$ cat src/rtl/mem_seq_ctrl.sv
// mem_seq_ctrl: load/store sequencer for the 16-bit datapath memory path.
//
// Accepts one load or store command at a time. It resolves the address
// (direct, or the ALU result when reg_addr is set), runs a req/ack handshake
// with data memory, and returns load data together with a one-cycle rd_we
// pulse.
//
// Optional feature: define MEM_TIMEOUT_EN to abort a request that goes
// TIMEOUT REQ cycles without mem_ack. An abort ends with done=1 and err=1.
// When the macro is not defined, REQ waits indefinitely and o_err is tied 0.
//
// Ports:
//   clk, rst_n          clock (rising edge) and async active-low reset
//   i_start             command strobe, sampled only in IDLE
//   i_is_load/store     command type; exactly one must be set
//   i_reg_addr          1 = use i_alu_result as address, 0 = use i_addr
//   i_addr              direct address
//   i_store_data        store write data
//   i_alu_valid         i_alu_result valid this cycle
//   i_alu_result        computed address
//   o_addr_sel          address-mux select (1 = ALU result)
//   o_mem_req/o_mem_we  memory request / write enable
//   o_mem_addr          registered memory address
//   o_mem_wdata         registered write data
//   i_mem_ack           memory acknowledge / read data valid
//   i_mem_rdata         memory read data
//   o_rd_data           captured load data
//   o_rd_we             one-cycle load-result write pulse
//   o_busy              command in flight
//   o_done              one-cycle completion pulse
//   o_err               one-cycle abort (timeout) pulse
module mem_seq_ctrl #(
  parameter int unsigned ADDR_W  = 16,
  parameter int unsigned DATA_W  = 16,
  parameter int unsigned TIMEOUT = 15
) (
  input  logic              clk,
  input  logic              rst_n,
  input  logic              i_start,
  input  logic              i_is_load,
  input  logic              i_is_store,
  input  logic              i_reg_addr,
  input  logic [ADDR_W-1:0] i_addr,
  input  logic [DATA_W-1:0] i_store_data,
  input  logic              i_alu_valid,
  input  logic [ADDR_W-1:0] i_alu_result,
  output logic              o_addr_sel,
  output logic              o_mem_req,
  output logic              o_mem_we,
  output logic [ADDR_W-1:0] o_mem_addr,
  output logic [DATA_W-1:0] o_mem_wdata,
  input  logic              i_mem_ack,
  input  logic [DATA_W-1:0] i_mem_rdata,
  output logic [DATA_W-1:0] o_rd_data,
  output logic              o_rd_we,
  output logic              o_busy,
  output logic              o_done,
  output logic              o_err
);

  localparam logic [1:0] StIdle = 2'd0;
  localparam logic [1:0] StAlu  = 2'd1;
  localparam logic [1:0] StReq  = 2'd2;
  localparam logic [1:0] StDone = 2'd3;

  logic [1:0]        r_state;
  logic [1:0]        w_state_d;
  logic              r_is_load;
  logic              r_reg_addr;
  logic [ADDR_W-1:0] r_mem_addr;
  logic [DATA_W-1:0] r_mem_wdata;
  logic [DATA_W-1:0] r_rd_data;

  logic w_cmd_ok;
  logic w_to_hit;     // request aborted by timeout this cycle
  logic w_timed_out;  // current DONE is an abort

  // Both or neither of load/store set is not a valid command.
  assign w_cmd_ok = i_start & (i_is_load ^ i_is_store);

`ifdef MEM_TIMEOUT_EN
  localparam int unsigned CntW = $clog2(TIMEOUT + 1);

  logic [CntW-1:0] r_tmo_cnt;
  logic            r_timed_out;

  // Count holds the number of un-acked REQ cycles already elapsed, so the
  // abort fires on the TIMEOUT-th cycle. An ack in that cycle wins.
  assign w_to_hit    = (r_state == StReq) & ~i_mem_ack &
                       (r_tmo_cnt == CntW'(TIMEOUT - 1));
  assign w_timed_out = r_timed_out;

  always_ff @(posedge clk or negedge rst_n) begin
    if (!rst_n) begin
      r_tmo_cnt   <= '0;
      r_timed_out <= 1'b0;
    end else begin
      if (r_state != StReq && w_state_d == StReq) begin
        r_tmo_cnt <= '0;
      end else if (r_state == StReq && !i_mem_ack) begin
        r_tmo_cnt <= r_tmo_cnt + CntW'(1);
      end

      if (r_state == StReq) begin
        r_timed_out <= w_to_hit;
      end else if (r_state == StIdle) begin
        r_timed_out <= 1'b0;
      end
    end
  end
`else
  assign w_to_hit    = 1'b0;
  assign w_timed_out = 1'b0;
`endif

  always_comb begin
    w_state_d = r_state;
    case (r_state)
      StIdle: if (w_cmd_ok) w_state_d = i_reg_addr ? StAlu : StReq;
      StAlu:  if (i_alu_valid) w_state_d = StReq;
      StReq:  if (i_mem_ack || w_to_hit) w_state_d = StDone;
      StDone: w_state_d = StIdle;
      default: w_state_d = StIdle;
    endcase
  end

  always_ff @(posedge clk or negedge rst_n) begin
    if (!rst_n) begin
      r_state     <= StIdle;
      r_is_load   <= 1'b0;
      r_reg_addr  <= 1'b0;
      r_mem_addr  <= '0;
      r_mem_wdata <= '0;
      r_rd_data   <= '0;
    end else begin
      r_state <= w_state_d;

      if (r_state == StIdle && w_cmd_ok) begin
        r_is_load   <= i_is_load;
        r_reg_addr  <= i_reg_addr;
        r_mem_wdata <= i_store_data;
        if (!i_reg_addr) begin
          r_mem_addr <= i_addr;
        end
      end

      if (r_state == StAlu && i_alu_valid) begin
        r_mem_addr <= i_alu_result;
      end

      if (r_state == StReq && i_mem_ack && r_is_load) begin
        r_rd_data <= i_mem_rdata;
      end
    end
  end

  assign o_busy      = (r_state != StIdle);
  assign o_addr_sel  = o_busy & r_reg_addr;
  assign o_mem_req   = (r_state == StReq);
  assign o_mem_we    = (r_state == StReq) & ~r_is_load;
  assign o_mem_addr  = r_mem_addr;
  assign o_mem_wdata = r_mem_wdata;
  assign o_rd_data   = r_rd_data;
  assign o_done      = (r_state == StDone);
  assign o_rd_we     = (r_state == StDone) & r_is_load & ~w_timed_out;
  assign o_err       = (r_state == StDone) & w_timed_out;

endmodule

$ cat config.mk
export PLATFORM = sky130hd
export DESIGN_NAME = mem_seq_ctrl
export DESIGN_NICKNAME = d
export VERILOG_FILES = /design/src/rtl/mem_seq_ctrl.sv
export SDC_FILE = /design/constraint.sdc
export NUM_CORES = 1
export LEC_CHECK = 0
export CAP_MARGIN = 10
export CORE_MARGIN = 3
export CORE_UTILIZATION = 35
export DETAILED_ROUTE_END_ITERATION = 16
export GPL_ROUTABILITY_DRIVEN = 0
export PLACE_DENSITY_LB_ADDON = 0.05
export SETUP_SLACK_MARGIN = 0.4
export SYNTH_ARGS = -nofsm -noshare
export SYNTH_HDL_FRONTEND = slang
export SYNTH_SLANG_ARGS = --single-unit
export TNS_END_PERCENT = 20
$ cat constraint.sdc
create_clock -name clk -period 1.6 [get_ports clk]
set_clock_uncertainty 0.15 [all_clocks]
set_input_delay 0.48 -clock clk [delete_from_list [all_inputs] [get_ports clk]]
set_output_delay 0.48 -clock clk [all_outputs]
set_load 0.01 [all_outputs]
## Word-level counts from Yosys, hierarchy flattened

Cells that the tools add are included.
Widths: inputs -> output; s select.

| operators by class | value |
|---|---|
| add/sub/neg operators | 0 |
| $mul | 0 |
| divide/modulo/power cells | 0 |
| $lt $le $gt $ge | 0 |
| eq/ne operators | 7 |
| shift-type cells | 0 |
| mux-type cells | 8 |
| bitwise logic cells | 6 |
| reductions and logical operators | 9 |

Operators by type and width:

| cell | number |
|---|---|
| $mux 16 | 3 |
| $mux 2 | 4 |
| $pmux 2 s4 | 1 |
| $and 1x1->1 | 4 |
| $eq 2x2->1 const B | 2 |
| $logic_and 1x1->1 | 4 |
| $ne 2x1->1 const B | 2 |
| $ne 2x2->1 const B | 2 |
| $reduce_bool 2->1 | 2 |
| $reduce_and 3->1 | 1 |
| $eq 2x1->1 const B | 1 |
| $logic_not 2->1 | 1 |
| $reduce_and 2->1 | 1 |
| $not 1->1 | 1 |
| $xor 1x1->1 | 1 |

| storage, ports and cells | value |
|---|---|
| register bits | 52 |
| latch bits | 0 |
| memory bits (writable) | 0 |
| bits in read-only memories | 0 |
| input port bits | 72 |
| output and inout port bits | 55 |
| logic and storage cells | 36 |
| memories | 0 |

## Longest topological paths before layout

Gate-level depths: netlist of the first run.

| depth | value |
|---|---|
| word-level depth | 5 |
| mapped depth | 8 |
| depth with buffers taken out | 6 |

## Worst setup path before layout of the first run

OpenSTA, ideal clock, no wires.

| path | value |
|---|---|
| kind | reg-to-reg |
| start | register r_state[0] |
| end | register r_rd_data[10], in the netlist o_rd_data[10] |
| arrival time | 1.520 ns |
| required time | 1.325 ns |
| slack | -0.195 ns |
| cell stages (with the launch flop) | 6 |
| clock period less this slack | 1.795 ns |
| cells stage by stage | dfrtp_1 -> inv_1 -> ha_1 -> nand3_1 -> buf_2 -> mux2_2 |

| on the way | value |
|---|---|
| longest elaborated chain between the ends | 3 |

RTL lines:

| element | line | source |
|---|---|---|
| start: declaration | 66 | `logic [1:0] r_state;` |
| start signal: assignment | 129 | `r_state <= StIdle;` |
| start signal: assignment | 136 | `r_state <= w_state_d;` |
| $eq 2x2->1 | - |  |
| via o_mem_req | 48 | `output logic o_mem_req,` |
| $logic_and 1x1->1 (2 in a row) | 151 | `if (r_state == StReq && i_mem_ack && r_is_load) begin` |
| end signal: assignment | 152 | `r_rd_data <= i_mem_rdata;` |
| end: declaration | 72 | `logic [DATA_W-1:0] r_rd_data;` |

The timed path passes the listed nets, and every way through them passes these cells.
A chain may end at the register's enable or synchronous reset.

## Worst setup path after layout of the first run

| path | value |
|---|---|
| start | register r_state[0] |
| end | output o_mem_we |

| on the way | value |
|---|---|
| longest elaborated chain between the ends | 2 |

RTL lines:

| element | line | source |
|---|---|---|
| $eq 2x2->1 | 160 | `assign o_mem_we = (r_state == StReq) & ~r_is_load;` |
| $and 1x1->1 | 160 |  |
| end: declaration | 49 | `output logic o_mem_we,` |

No other way between the ends.

==> run metrics, run 1 <==
RSZ-0062 raised after global routing yes; critical path fanouts, max 3; CTS tree done; Worst setup EP type primary output; Area Overhead vs Synth 78.44%; Post-DP HPWL 4.511 mm; failing checks hold timing, setup timing; Routed WL 6.364 mm; Seq. cell area 1301 um2; antenna diode count 0; Synth top area share 0.5677; core box area 6131 um2; ys flop type dfrtp_1; Starting Density 0.3739; syn_nets 265; PD cells 1676 nW/um2; fin. max-slew vios 0; clk sinks 52; Clock Path Buffers 2; clock latency on the worst-skew pair 0.30 ns; Worst Path Required 0.97 ns; Fillers 487; fin crit period 1.902 ns; GRT Resource Usage Total 0.1633; setup_tns -7.776 ns; sequential-to-total area share from yosys stat 0.5677; IO buf count 125; synth unique cells 24; worst hold path class primary input to async pin; maximum vdd drop 0.0009975 V; die area 7556 um2; WHS -0.05214 ns; initial antenna violation count 0; Worst Path Arrival between 1 and 1.5 ns; # DRC 0; post-synthesis cell count 188; I/O pins 127; Multi-input gate area 1112 um2; Reg-to-Reg Start r_state[0]; via count just under 2000; Congestion Overflow GR 0; kind of critical path flop to primary output; TritonRoute pass-1 iters 4; share of layout cells above drive strength 1 0.4379; Die Y-Extent roughly 87 um; fin crit share 1.189; status complete, but fails checks; Final Hold Viols 14; max cap viols 0; number of synthesized register bits 52; Mapped Area 2292 um2; DR vias/cell 4.695; Starting DRT DRC Count 34; std cell rows 28; routed length per placed instance ~15 um; Layout Nets 414; Synth area leaders dfrtp_1 (57%), mux2_2 (12%), mux2_4 (6.6%); CTS clk-pin slew, worst paths 0.10 ns; first-pass GRT wire length 9.611 mm; DP Worst Slack -0.6416 ns; Setup-failing EPs final 58; Syn Area/Cell around 12 um2; vias in the first global route 1899; antenna viol nets, final 0; Critical path origin r_state[0]; largest net degree at the start of global routing 33; Root Buffer clkbuf_8; Post-synth ARST share 1.000; Post-synth EDFFs 0; TritonCTS buffer count 5; dominant cell type by area after synthesis dfrtp_1; synth cell count leaders dfrtp_1 (52), nand2_1 (34), mux2_2 (24), a31oi_1 (16), nor2_1 (16); Syn. warnings 0; post-route setup slack -0.3019 ns; number of H-tree levels 2; Worst Setup Start Kind flop; die width 86.93 um; top-count cell post-synth dfrtp_1; Leakage 1.899 nW; fmax 0.5258 GHz
==> placed cells by master, fill, tap and decap left out, types with 2 or more instances in the layout <==
master,synthesis,final
clkbuf_8,0,5
dlygate4sd2_1,0,2
clkbuf_16,0,2
mux2_4,10,18
inv_4,0,2
dfrtp_1,52,52
a31oi_1,16,12
inv_1,6,3
nand2_1,34,27
mux2_2,24,16
ha_1,5,2
clkdlybuf4s50_1,0,68
buf_4,2,9
buf_16,0,2
buf_6,2,23
nand2_2,0,3
buf_2,2,39
mux2i_1,4,4
buf_12,1,6
nor2_1,16,16
a31oi_4,0,4
inv_6,0,2
ha_4,0,2
nand2_4,0,4
==> repair_timing <==
item / in CTS / in global routing
gates cloned: 2 / 2
resized for setup: 246 / 41
buffers inserted: 6 / 1
pin swaps: 10 / 14
endpoints found under the setup margin: 106 / 106
endpoints found under the hold margin: 14 / 14
==> path summary, 6_finish.rpt <==
check	slack, ns	end	depth (start not counted)
max	-0.30	o_mem_we	5
min	-0.05	o_mem_wdata[7]	1
max reg2reg	-0.17	o_mem_addr[0]	8
min reg2reg	0.35	o_rd_data[12]	1
max in group asynchronous	0.90	r_state[0]	2
min in group clk	0.35	o_rd_data[12]	1
==> area by class of cell <==
cell class,count,area share
sequential,52,0.3181
inverter,6,0.007954
timing repair buffer,152,0.3570
multi-input combinational,120,0.2719
clock buffer,5,0.01682
clock inverter,3,0.005200
tap,75,0.02294
==> power by group <==
group	leakage [nW]	total, mW	switching [mW]	internal (mW)
Clock	0.0445	0.762	0.450	0.311
Sequential	0.613	2.35	0.362	1.99
Combinational	1.24	3.74	1.53	2.21
Total	1.90	6.86	2.34	4.51
==> metrics by stage <==
step	cell area (um2)	cells	power, mW	hold slack, ns	util
after global routing	4090	413	7.334	-0.04860	0.6671
after global placement	3785	394	5.880	0.2843	0.6173
after floorplan	2331	188	3.909	0.03441	-
after detailed placement	3785	394	5.928	0.2878	0.6173
after CTS	3856	410	6.546	-0.04830	0.6290
final	4090	413	6.856	-0.05214	0.6671
==> routing by layer <==
layer	vias up	global-route usage	part of all wire
li1	937	-	-
met1	918	0.2245	0.44
met2	80	0.2512	0.46
met3	4	0.05298	0.097
met4	0	0.03824	0.0075
met5	-	0	0
==> critical path, stage by stage (launching register included) <==
cell	delay, ns
dfrtp_1	0.41
buf_6	0.13
inv_6	0.06
ha_4	0.13
nor2b_4	0.13
buf_6	0.10
==> cells by family after synthesis <==
kind of cell / Yosys count / share of synthesized area
AO/OA/AOI/OAI: 18 / 0.05240
XOR/XNOR: 1 / 0.003822
adder cells (fa/ha/maj): 5 / 0.02729
buffers and inverters: 16 / 0.04421
flip-flops: 52 / 0.5677
multiplexers: 38 / 0.2009
other: 1 / 0.001636
AND/OR/NAND/NOR: 57 / 0.1021
==> flip-flops by register name, indices dropped and copies added (netlist names) <==
signal       count
o_mem_addr      16
r_state          2
o_mem_wdata     16
r_is_load        1
r_reg_addr       1
o_rd_data       16
Power figures use the tool's default switching activity.
==> run 2, diff against run 1 <==
Settings changed: SLEW_MARGIN from default to 10.
==> results of run 2 <==
The final DEF is identical to that of run 1; final timing and power are the same.
